`config.mk`:
```
export PLATFORM = sky130hd
export DESIGN_NAME = fp_mul_seq
export DESIGN_NICKNAME = d
export VERILOG_FILES = /design/src/rtl/fp_pkg.sv /design/src/rtl/fp_mul_norm.sv /design/src/rtl/fp_mul_seq.sv
export SDC_FILE = /design/constraint.sdc
export NUM_CORES = 1
export LEC_CHECK = 0
export CAP_MARGIN = 15
export CORE_MARGIN = 8
export CORE_UTILIZATION = 51
export CTS_CLUSTER_DIAMETER = 150
export DETAILED_ROUTE_END_ITERATION = 8
export PLACE_DENSITY = 0.71
export SYNTH_ARGS = -nofsm -noshare
export SYNTH_HDL_FRONTEND = slang
export SYNTH_HIERARCHICAL = 1
export SYNTH_SLANG_ARGS = --single-unit
```
`constraint.sdc`:
```
create_clock -name clk -period 5.1 [get_ports clk]
set_clock_uncertainty 0.2 [all_clocks]
set_input_delay 1.53 -clock clk [delete_from_list [all_inputs] [get_ports clk]]
set_output_delay 1.53 -clock clk [all_outputs]
set_load 0.05 [all_outputs]
```
`src/rtl/fp_pkg.sv`:
```
// Shared FP32 field widths, special constants, FSM state and operand layout
// for the sequential single-precision multiplier.
package fp_pkg;
   localparam int unsigned MANT_W = 23;
   localparam int unsigned EXP_W  = 8;
   localparam int unsigned FP_W   = 32;
   localparam int unsigned SIG_W  = MANT_W + 1;
   localparam int unsigned PROD_W = 2 * SIG_W;
   localparam int unsigned SEXP_W = 10;
   localparam int unsigned CNT_W  = 5;
   localparam int unsigned BIAS   = 127;

   localparam logic [FP_W-1:0]  QNAN    = 32'h7FC0_0000;
   localparam logic [EXP_W-1:0] EXP_INF = 8'hFF;

   typedef enum logic [2:0] {
      S_IDLE, S_UNPACK, S_MULT, S_NORM, S_PACK, S_DONE
   } state_t;

   typedef struct packed {
      logic              sign;
      logic [EXP_W-1:0]  exp;
      logic [MANT_W-1:0] mant;
   } fp32_t;
endpackage

```
`src/rtl/fp_mul_norm.sv`:
```
// Normalises the 48-bit significand product (truncating) and adjusts the
// unbiased exponent sum by one when the product carried into bit 47.
module fp_mul_norm
   import fp_pkg::*;
(
   input  logic [PROD_W-1:0]        acc,
   input  logic signed [SEXP_W-1:0] exp_sum,
   output logic [MANT_W-1:0]        mant,
   output logic signed [SEXP_W-1:0] exp_adj
);
   // Truncated-away product bits are intentionally discarded.
   logic unused_low;
   assign unused_low = ^acc[MANT_W-1:0];

   always_comb begin
      mant    = acc[PROD_W-3:PROD_W-2-MANT_W];
      exp_adj = exp_sum;
      if (acc[PROD_W-1]) begin
         mant    = acc[PROD_W-2:PROD_W-1-MANT_W];
         exp_adj = exp_sum + SEXP_W'(1);
      end
   end
endmodule

```
`src/rtl/fp_mul_seq.sv`:
```
// Sequential FP32 multiplier: handshake in, special-case classify, 24-step
// shift-add significand multiply, normalise, pack and hold until accepted.
module fp_mul_seq
   import fp_pkg::*;
(
   input  logic            clk,
   input  logic            rst,
   input  logic            in_valid,
   output logic            in_ready,
   input  logic [FP_W-1:0] in_a,
   input  logic [FP_W-1:0] in_b,
   output logic            out_valid,
   input  logic            out_ready,
   output logic [FP_W-1:0] out_result,
   output logic            out_overflow,
   output logic            out_underflow,
   output logic            out_invalid,
   output logic            busy
);
   state_t                   state;
   fp32_t                    a_r, b_r;
   logic                     sign_r;
   logic [SIG_W-1:0]         ma, mb;
   logic [PROD_W-1:0]        acc;
   logic [CNT_W-1:0]         cnt;
   logic signed [SEXP_W-1:0] exp_sum, exp_n, norm_exp;
   logic [MANT_W-1:0]        mant_n, norm_mant;
   logic                     special, spec_inv;
   logic [FP_W-1:0]          spec_res;

   // Operand classification; exponent 0 counts as zero (no denormals).
   logic a_zero, b_zero, a_inf, b_inf, a_nan, b_nan;
   assign a_zero = (a_r.exp == '0);
   assign b_zero = (b_r.exp == '0);
   assign a_inf  = (a_r.exp == EXP_INF) && (a_r.mant == '0);
   assign b_inf  = (b_r.exp == EXP_INF) && (b_r.mant == '0);
   assign a_nan  = (a_r.exp == EXP_INF) && (a_r.mant != '0);
   assign b_nan  = (b_r.exp == EXP_INF) && (b_r.mant != '0);

   fp_mul_norm u_norm (
      .acc     (acc),
      .exp_sum (exp_sum),
      .mant    (norm_mant),
      .exp_adj (norm_exp)
   );

   always_ff @(posedge clk) begin
      if (rst) begin
         state         <= S_IDLE;
         in_ready      <= 1'b1;
         out_valid     <= 1'b0;
         busy          <= 1'b0;
         out_result    <= '0;
         out_overflow  <= 1'b0;
         out_underflow <= 1'b0;
         out_invalid   <= 1'b0;
         a_r           <= '0;
         b_r           <= '0;
         sign_r        <= 1'b0;
         ma            <= '0;
         mb            <= '0;
         acc           <= '0;
         cnt           <= '0;
         exp_sum       <= '0;
         exp_n         <= '0;
         mant_n        <= '0;
         special       <= 1'b0;
         spec_inv      <= 1'b0;
         spec_res      <= '0;
      end else begin
         case (state)
            S_IDLE: if (in_valid && in_ready) begin
               a_r           <= in_a;
               b_r           <= in_b;
               in_ready      <= 1'b0;
               busy          <= 1'b1;
               out_overflow  <= 1'b0;
               out_underflow <= 1'b0;
               out_invalid   <= 1'b0;
               state         <= S_UNPACK;
            end
            S_UNPACK: begin
               sign_r   <= a_r.sign ^ b_r.sign;
               ma       <= {1'b1, a_r.mant};
               mb       <= {1'b1, b_r.mant};
               exp_sum  <= $signed({2'b00, a_r.exp}) + $signed({2'b00, b_r.exp})
                           - $signed(SEXP_W'(BIAS));
               acc      <= '0;
               cnt      <= '0;
               spec_inv <= 1'b0;
               special  <= 1'b1;
               if (a_nan || b_nan || (a_inf && b_zero) || (b_inf && a_zero)) begin
                  spec_res <= QNAN;
                  spec_inv <= 1'b1;
               end else if (a_inf || b_inf) begin
                  spec_res <= {a_r.sign ^ b_r.sign, EXP_INF, MANT_W'(0)};
               end else if (a_zero || b_zero) begin
                  spec_res <= {a_r.sign ^ b_r.sign, (FP_W-1)'(0)};
               end else begin
                  special <= 1'b0;
               end
               // Specials still pass through NORM so they take three edges.
               state <= (a_nan || b_nan || a_inf || b_inf || a_zero || b_zero)
                        ? S_NORM : S_MULT;
            end
            S_MULT: begin
               if (mb[cnt]) acc <= acc + (PROD_W'(ma) << cnt);
               cnt <= cnt + CNT_W'(1);
               if (cnt == CNT_W'(SIG_W - 1)) state <= S_NORM;
            end
            S_NORM: begin
               if (!special) begin
                  exp_n  <= norm_exp;
                  mant_n <= norm_mant;
               end
               state <= S_PACK;
            end
            S_PACK: begin
               if (special) begin
                  out_result  <= spec_res;
                  out_invalid <= spec_inv;
               end else if (exp_n >= $signed(SEXP_W'(255))) begin
                  out_result   <= {sign_r, EXP_INF, MANT_W'(0)};
                  out_overflow <= 1'b1;
               end else if (exp_n <= $signed(SEXP_W'(0))) begin
                  out_result    <= {sign_r, (FP_W-1)'(0)};
                  out_underflow <= 1'b1;
               end else begin
                  out_result <= {sign_r, exp_n[EXP_W-1:0], mant_n};
               end
               out_valid <= 1'b1;
               state     <= S_DONE;
            end
            S_DONE: if (out_ready) begin
               out_valid <= 1'b0;
               in_ready  <= 1'b1;
               busy      <= 1'b0;
               state     <= S_IDLE;
            end
            default: state <= S_IDLE;
         endcase
      end
   end
endmodule

```
==> impl_metrics.toml, run 1 <==
[outcome]
run_status = "finished clean"

[timing]
final_hold_viol_count = 0
max_freq_mhz = 211.1
finalMaxSlewViolations = 0
finalCritPeriodShare = 0.9290
setup_slack_ns = 0.3623
relSlewSlack = 0.4385
fin_crit_ns = 4.738
setup_viol = 0
rsz0062_at_grt = "true"
worstMarginPinSlew_ns = 0.8423

[logic_synthesis]
synth_commonest_cells = "418 x nand2_1, 254 x dfxtp_1, 249 x a21oi_1"
synth_area_um2 = 14220
synth_edf_count = 0
yosysTopAreaCell = "dfxtp_1"
yosys_warnings = 6
synth_area_leaders = "dfxtp_1 36%, nand2_1 11%, a21oi_1 8.8%"
synth_area_per_cell_um2 = 7.776
synth_cell_types = 75
syn_inst = 1829
netlist.area_leader.share = 0.3575
ys.flop_type = "dfxtp_1"
syn-num-nets = 1963
synth.most_common_cell = "nand2_1"
async_flop_share = 0
synth-seq-area-share = 0.3575
synth-seq-cells = 254

[clock_tree]
cts_resized = 0
clkTransAtPathRegs_ns = 0.06
ctsHoldBuffers = 0
clock-sinks = 254
cts_tree = "built"
clock-root-buffer = "clkbuf_16"
cts_buffers = 28
clk_latency_ns = 0.56
postCtsSetupBuffers = 0
htree_levels = 1
cts.path.max_buffers = 3

[global_route]
grt_max_degree = 97
grt_pass1_wl_mm = 64.74
antenna_found_initial = 0
grt_overflow = 0
first_global_vias = 12453
grt_use_total = 0.2312

[detailed_routing]
via_count = 13038
antenna_left = 0
wire_per_inst_um = 17.49
drtIter0Drc = 873
drtPass1Iterations = 7
post_drt_via_cell_ratio = 5.751
wl_mm = 39.65
drc = 0

[placement]
place_congestion = 0.9762
port-buffer-count = 105
placed_cell_area_um2 = 15500
hpwl_mm = 28.74
pre_cts_ws_ns = 0.4020

[finish]
nNetsFinal = 2001
final_area_um2 = 16500
area_growth_pct = 16.02
diodes = 0
drive_gt1_frac = 0.08576

[setup_path]
cp-end-kind = "flop"
r2r_cells = 19
path_max_fanout = 13
critPathArrivalTime_ns = 4.96
critPathRequiredTime_ns = 5.32
cp-start-kind = "flop"
critical_path_class = "flop to flop"

[die]
die-area_um2 = 33490
die_y_um = 183.0
core_area_um2 = 27630
num_rows = 61
die_x_um = 183.0
io_pins = 106
initial_core_util = 0.5148

[power]
ir_worst_vdd_uv = 290.6
power_density_nw_per_um2 = 323.6
leakage_nw = 6.098

[flow_run]
cap_viol_max_count = 0

[worst_hold_path]
hold_path_depth = 2
worstHoldPathType = "flop to flop"
[critical path, cell delays in order, from the launching register on]
cell,delay [ns]
dfxtp_1,0.36
buf_4,0.18
buf_4,0.22
nor2b_1,0.07
a211oi_1,0.20
a21oi_1,0.09
a21oi_1,0.39
nand2_1,0.09
o21ai_0,0.19
nor2_1,0.10
ha_1,0.39
a21o_1,0.24
o21bai_1,0.21
a211oi_1,0.36
nor2_1,0.09
o31ai_1,0.50
o211ai_1,0.26
a21oi_1,0.23
xor2_1,0.14
o21ai_0,0.08
[power breakdown]
part | switching (mW) | internal (mW)
combinational | 0.663 | 0.371
sequential | 0.139 | 2.11
clock | 0.857 | 1.20
total | 1.66 | 3.68
[state kept, by name (all words and copies together), names as in the netlist, 3 cells and up]
signal and count:
b_r 32, ma 24, mant_n 23, mb 23, exp_n 10, exp_sum 10, acc 48, out_result 32
state 3, a_r 32, spec_res 3, cnt 5
[stage by stage]
stage            TNS [ns]  cells    util  total power [mW]  hold slack, ns
3_3_place_gp            0   2212  0.5597             3.284          0.2377
2_1_floorplan           0   1829       -             2.986          0.2315
3_5_place_dp            0   2214  0.5609             3.308          0.2471
6_report                0   2267  0.5972             5.339          0.2516
4_1_cts                 0   2266  0.5960             5.372          0.2555
5_1_grt        -0.0006919   2267  0.5972             5.601          0.2761
[kinds of logic after synthesis]
family	after synthesis	synth area share
AOI/OAI and AO/OA	509	0.2125
xor gates and xnor gates	55	0.03387
adders and majority gates	66	0.05912
buffers and inverters	159	0.04548
DFF	254	0.3575
muxes	91	0.08102
and+or+nand+nor	695	0.2105
[routing by layer]
| metal | GRT usage | up-vias | wire length (um) |
|---|---|---|---|
| met3 | 0.04135 | 93 | 2322 |
| met5 | 0 | - | 0 |
| li1 | - | 6530 | - |
| met4 | 0.08588 | 0 | 1437 |
| met2 | 0.3774 | 383 | 17910 |
| met1 | 0.3019 | 6032 | 17980 |
[path summary, 6_finish.rpt]
check	start	slack [ns]	endpoint
setup / recovery	cnt[1]$_SDFFE_PP0N_	0.36	acc[36]$_SDFFE_PP0P_
hold / removal	mb[9]$_SDFFE_PP0P_	0.25	mb[9]$_SDFFE_PP0P_
setup reg to reg	cnt[1]$_SDFFE_PP0N_	0.36	acc[36]$_SDFFE_PP0P_
hold reg to reg	mb[9]$_SDFFE_PP0P_	0.25	mb[9]$_SDFFE_PP0P_
[cells in the final DEF, fill, tap and decap left out, types with 19 or more instances in the layout]
cell	instances
mux2i_1	36
a22oi_1	28
xnor2_1	37
nand2_1	418
nor3_1	22
nand4_1	31
inv_1	26
a21o_1	24
a21oi_1	249
dfxtp_1	253
nand3_1	30
clkdlybuf4s50_1	104
nor2_1	119
ha_1	64
buf_4	32
o211ai_1	19
clkbuf_16	28
mux2_2	40
o21ai_0	77
[cell type report]
cell class	count	area (um2)
Timing Repair Buffer	140	1345
Clock inverter	14	142.6
Inverter	27	101.3
Sequential cell	254	5086
Tap cell	378	473.0
Fill cell	2606	11130
Multi-Input combinational cell	1416	8524
Clock buffer	38	828.3
Power figures use the tool's default switching activity.
==> run 2: changes to the inputs <==
--- a/config.mk
+++ b/config.mk
@@ -7,10 +7,9 @@
 export LEC_CHECK = 0
 export CAP_MARGIN = 15
 export CORE_MARGIN = 8
-export CORE_UTILIZATION = 51
+export CORE_UTILIZATION = 39
 export CTS_CLUSTER_DIAMETER = 150
 export DETAILED_ROUTE_END_ITERATION = 8
-export PLACE_DENSITY = 0.71
 export SYNTH_ARGS = -nofsm -noshare
 export SYNTH_HDL_FRONTEND = slang
 export SYNTH_HIERARCHICAL = 1
==> run 2 against run 1 <==
Compared with the run above: global-route usage fell by 4.0 points; flip-flop and latch count did not move; via count down 0.82%; design area is 0.61% higher; register-to-register slack about the same; highest routed layer unchanged.
==> impl_metrics.toml, run 2 (synthesized netlist as in run 1, its figures left out) <==
[outcome]
run_status = "finished clean"

[timing]
finalMaxSlewViolations = 0
rsz0062_at_grt = "false"
setup_viol = 0
finalCritPeriodShare = 0.9273
max_freq_mhz = 211.5
final_hold_viol_count = 0
fin_crit_ns = 4.729
tns_ns = 0
worstMarginPinSlew_ns = 0.9683
hold_slack_ns = 0.2528
relSlewSlack = 0.3538

[finish]
drive_gt1_frac = 0.08104
largest_register = "acc"
diodes = 0
area_growth_pct = 16.73
final_cells = 2356
final_common_cell = "nand2_1"
final_cell_mix = "418 x nand2_1, 253 x dfxtp_1, 249 x a21oi_1"
final_area_um2 = 16600
nNetsFinal = 2002
fill_cells = 3693
largest_register_ffs = 48

[clock_tree]
cts_tree = "built"
clock-sinks = 254
clk_latency_ns = 0.56
clkTransAtPathRegs_ns = 0.06
cts_buffers = 29
clock-root-buffer = "clkbuf_16"
htree_levels = 1
cts.path.max_buffers = 3

[placement]
place_congestion = 0.9406
dpl.cell_count = 2304
port-buffer-count = 105
hpwl_mm = 30.56
placed_cell_area_um2 = 15620

[global_route]
top_usage_layer = "met2"
grt_pass1_wl_mm = 67.04
grt_util_met3 = 0.02341
grt_overflow = 0
antenna_found_initial = 0
met1_usage = 0.2479
grt_max_degree = 150
grt_use_total = 0.1913
grt.met2_usage = 0.3298
first_global_vias = 12678

[setup_path]
critPathArrivalTime_ns = 4.96
crit_family = "compound AO/OA/AOI/OAI gates"
cp-start-kind = "flop"
critical_path_class = "flop to flop"
cp-end-kind = "flop"
cpMostUsedCell = "o21ai_0"
critPathRequiredTime_ns = 5.33
crit_path_top_delay_cell = "dfxtp_2"
slowest_delay_ns = 0.61
path_max_fanout = 19
path_cells = "mux4_2 -> nand2_1 -> o21ai_0 -> o21ai_0 -> o22ai_1 -> ha_1 -> buf_4 -> a21oi_1 -> o21ai_0 -> a22oi_1 -> nor2b_1 -> a211oi_1 -> buf_4 -> o21ai_0 -> a21oi_1 -> nor3_1 -> a211o_1"
cp_num_buf_inv = 2

[detailed_routing]
wl_mm = 41.70
post_drt_via_cell_ratio = 5.489
drtIter0Drc = 894
drc = 0
via_count = 12931
wire_per_inst_um = 17.70
drtPass1Iterations = 6
antenna_left = 0

[worst_hold_path]
worstHoldPathType = "flop to flop"

[power]
power_density_nw_per_um2 = 324.7
ir_worst_vdd_uv = 233.0
leakage_nw = 6.082

[die]
num_rows = 70
die-area_um2 = 42830
die_y_um = 207.0
initial_core_util = 0.3922
core_area_um2 = 36260
die_x_um = 207.0
io_pins = 106

[flow_run]
cap_viol_max_count = 0
[run 2: changes by cell type in the layout (fill, tap and decap cells not counted), sizes merged]
| cell | change |
|---|---|
| bufinv | +2 |
| clkbuf | +5 |
| clkinv | -8 |
| clkinvlp | +1 |
| inv | -1 |
[run 2: area by class of cell]
type,count,area (um2),area share
flip-flops and latches,254,5086,0.3064
multi-input cells,1416,8517,0.5130
clock buffers,43,838.3,0.05049
repair buffers,140,1353,0.08147
inverters,27,101.3,0.006104
clock inverters,8,121.4,0.007310
well taps,468,585.6,0.03527
[run 2: metal layers]
metal / up-vias / routed length [um]
met5: - / 0
met4: 0 / 1128
met3: 69 / 1766
met2: 295 / 19720
met1: 6028 / 19080
li1: 6539 / -
[run 2: path summary, 6_finish.rpt]
path              slack (ns)  cells past startpoint                      end               startpoint
hold reg to reg         0.25                      2  mant_n[14]$_SDFFE_PP0P_  mant_n[14]$_SDFFE_PP0P_
hold / removal          0.25                      2  mant_n[14]$_SDFFE_PP0P_  mant_n[14]$_SDFFE_PP0P_
setup / recovery        0.37                     17     acc[47]$_SDFFE_PP0P_      cnt[0]$_SDFFE_PP0N_
setup reg to reg        0.37                     17     acc[47]$_SDFFE_PP0P_      cnt[0]$_SDFFE_PP0N_
[run 2: per-stage QoR]
step                  util  setup WS, ns  power [mW]
floorplan                -        0.5555       2.986
global placement    0.4307        0.3482       3.302
detailed placement  0.4307        0.3659       3.308
CTS                 0.4571        0.2999       5.447
global route        0.4579       0.05761       5.668
finish              0.4579        0.3709       5.391
[run 2: what timing repair did]
action,in CTS,in global routing
setup endpoints to repair,0,5
resized for setup,0,4
hold buffers,0,0
setup buffers,0,0
[run 2: where the power goes]
part / total, mW / switching, mW / internal, mW
clock: 2.12 / 0.843 / 1.28
sequential: 2.25 / 0.138 / 2.11
combinational: 1.02 / 0.657 / 0.365
[run 2: worst min-delay path, cell delays in order, from the launching register on]
cell and delay (ns):
dfxtp_1 0.31, nand2_1 0.05, a21oi_1 0.05
==> run 3: changes to the inputs <==
==> constraint.sdc (replaced) <==
create_clock -name clk -period 4.4 [get_ports clk]
set_clock_uncertainty 0.2 [all_clocks]
set_input_delay 1.32 -clock clk [delete_from_list [all_inputs] [get_ports clk]]
set_output_delay 1.32 -clock clk [all_outputs]
set_load 0.05 [all_outputs]
==> run 3 against run 2 <==
Compared with the run above: die area unchanged; global-route usage increased by 0.64 points; utilization rose by 3.0 points; sequential share of layout area fell by 1.9 points.
==> impl_metrics.toml, run 3 (synthesized netlist as in run 1, its figures left out) <==
[timing]
finalCritPeriodShare = 0.9726
fin_crit_ns = 4.279
setup_slack_ns = 0.1206
final_hold_viol_count = 0
rsz0062_at_grt = "true"
finalMaxSlewViolations = 0
relSlewSlack = 0.3144
tns_ns = 0
setup_viol = 0
max_freq_mhz = 233.7
worstMarginPinSlew_ns = 1.028

[detailed_routing]
drt-met1-wl_mm = 19.96
wl_mm = 43.04
antenna_left = 0
drc = 0
post_drt_via_cell_ratio = 5.409
drtIter0Drc = 883
met2_length_mm = 19.82
topRoutingLayerUsed = "met4"
dr_wl_met3_mm = 1.767
drtPass1Iterations = 7
via_count = 13332
wire_per_inst_um = 17.46

[outcome]
run_status = "finished clean"

[global_route]
grt_max_degree = 98
antenna_found_initial = 0
first_global_vias = 13085
grt_pass1_wl_mm = 69.12
grt_use_total = 0.1977
grt_overflow = 0

[setup_path]
cp-start-kind = "flop"
cp-end-kind = "flop"
critPathArrivalTime_ns = 4.53
critical_path_class = "flop to flop"
path_max_fanout = 7
critPathRequiredTime_ns = 4.65

[power]
fin_total_pwr_mw = 6.521
ir_worst_vdd_uv = 322.2
leakage_nw = 6.639
power_density_nw_per_um2 = 368.4

[finish]
nNetsFinal = 2108
drive_gt1_frac = 0.1487
final_common_cell = "nand2_1"
largest_register_ffs = 48
largest_register = "acc"
fill_cells = 3634
final_area_um2 = 17700
diodes = 0
final_cells = 2465
final_cell_mix = "416 x nand2_1, 252 x dfxtp_1, 246 x a21oi_1"
area_growth_pct = 24.46

[clock_tree]
clkTransAtPathRegs_ns = 0.06
ctsHoldBuffers = 0
htree_levels = 1
cts_tree = "built"
cts_buffers = 29
clock-root-buffer = "clkbuf_16"
clk_latency_ns = 0.56
clock-sinks = 254
cts.path.max_buffers = 3

[die]
die-area_um2 = 42830
io_pins = 106
die_x_um = 207.0
die_y_um = 207.0
num_rows = 70
initial_core_util = 0.3922
core_area_um2 = 36260

[placement]
pre_cts_ws_ns = -0.1809
place_congestion = 0.9522
hpwl_mm = 31.87
placed_cell_area_um2 = 16340
port-buffer-count = 105
dpl.cell_count = 2399

[worst_hold_path]
worstHoldPathType = "flop to flop"

[flow_run]
cap_viol_max_count = 0
run 3: cell count changes in the layout (fill, tap and decap cells not counted), sizes merged:
cell and delta:
buf +106, bufinv +2, clkbuf -4, clkinv +1, clkinvlp +4
run 3: final cells by class:
type / count / area (um2) / share of cell area
clock buffer: 39 / 793.3 / 0.04482
sequential: 254 / 5090 / 0.2876
inverter: 27 / 101.3 / 0.005726
tap: 468 / 585.6 / 0.03308
multi-input combinational: 1416 / 8707 / 0.4919
timing repair buffer: 246 / 2192 / 0.1238
clock inverter: 15 / 231.5 / 0.01308
run 3: what timing repair did:
| item | in CTS | in global routing |
|---|---|---|
| pin swaps | 0 | 27 |
| setup buffers | 0 | 10 |
| setup endpoints to repair | 12 | 22 |
| cloned | 0 | 0 |
| gates resized for setup | 11 | 47 |
run 3: path summary, 6_finish.rpt:
kind,from,endpoint,slack (ns),cells after the start
max,cnt[0]$_SDFFE_PP0N_,acc[40]$_SDFFE_PP0P_,0.12,19
min,mb[3]$_SDFFE_PP0P_,mb[3]$_SDFFE_PP0P_,0.25,2
max reg2reg,cnt[0]$_SDFFE_PP0N_,acc[40]$_SDFFE_PP0P_,0.12,19
min reg2reg,mb[3]$_SDFFE_PP0P_,mb[3]$_SDFFE_PP0P_,0.25,2
run 3: power breakdown:
| group | switching (mW) | leakage (nW) | internal, mW | total, mW |
|---|---|---|---|---|
| Sequential | 0.152 | 2.06 | 2.45 | 2.60 |
| Clock | 1.01 | 0.484 | 1.57 | 2.57 |
| Combinational | 0.822 | 4.10 | 0.530 | 1.35 |
| Total | 1.98 | 6.64 | 4.54 | 6.52 |
run 3: per-stage QoR:
| stage | util | hold slack (ns) |
|---|---|---|
| finish | 0.4882 | 0.2524 |
| global route | 0.4882 | 0.2755 |
| CTS | 0.4800 | 0.2520 |
| detailed placement | 0.4507 | 0.2440 |
| global placement | 0.4507 | 0.2397 |
| floorplan | - | 0.2315 |
run 3: critical path, stage by stage, from the launching register on:
cell,delay [ns]
dfxtp_4,0.40
buf_6,0.15
buf_6,0.09
mux4_2,0.51
nand2_2,0.08
nand2_2,0.08
o21ai_2,0.17
nor2_2,0.07
ha_1,0.34
a21o_1,0.21
buf_4,0.14
nand2_1,0.08
nand4_1,0.18
a221oi_2,0.36
a31oi_1,0.12
buf_4,0.17
o211ai_1,0.31
o311ai_2,0.13
xor2_1,0.17
a22o_1,0.20
run 3: per-layer routing:
layer,up-vias,track usage
li1,6753,-
met1,6220,0.2570
met2,276,0.3300
met3,83,0.03105
met4,0,0.06838
met5,-,0
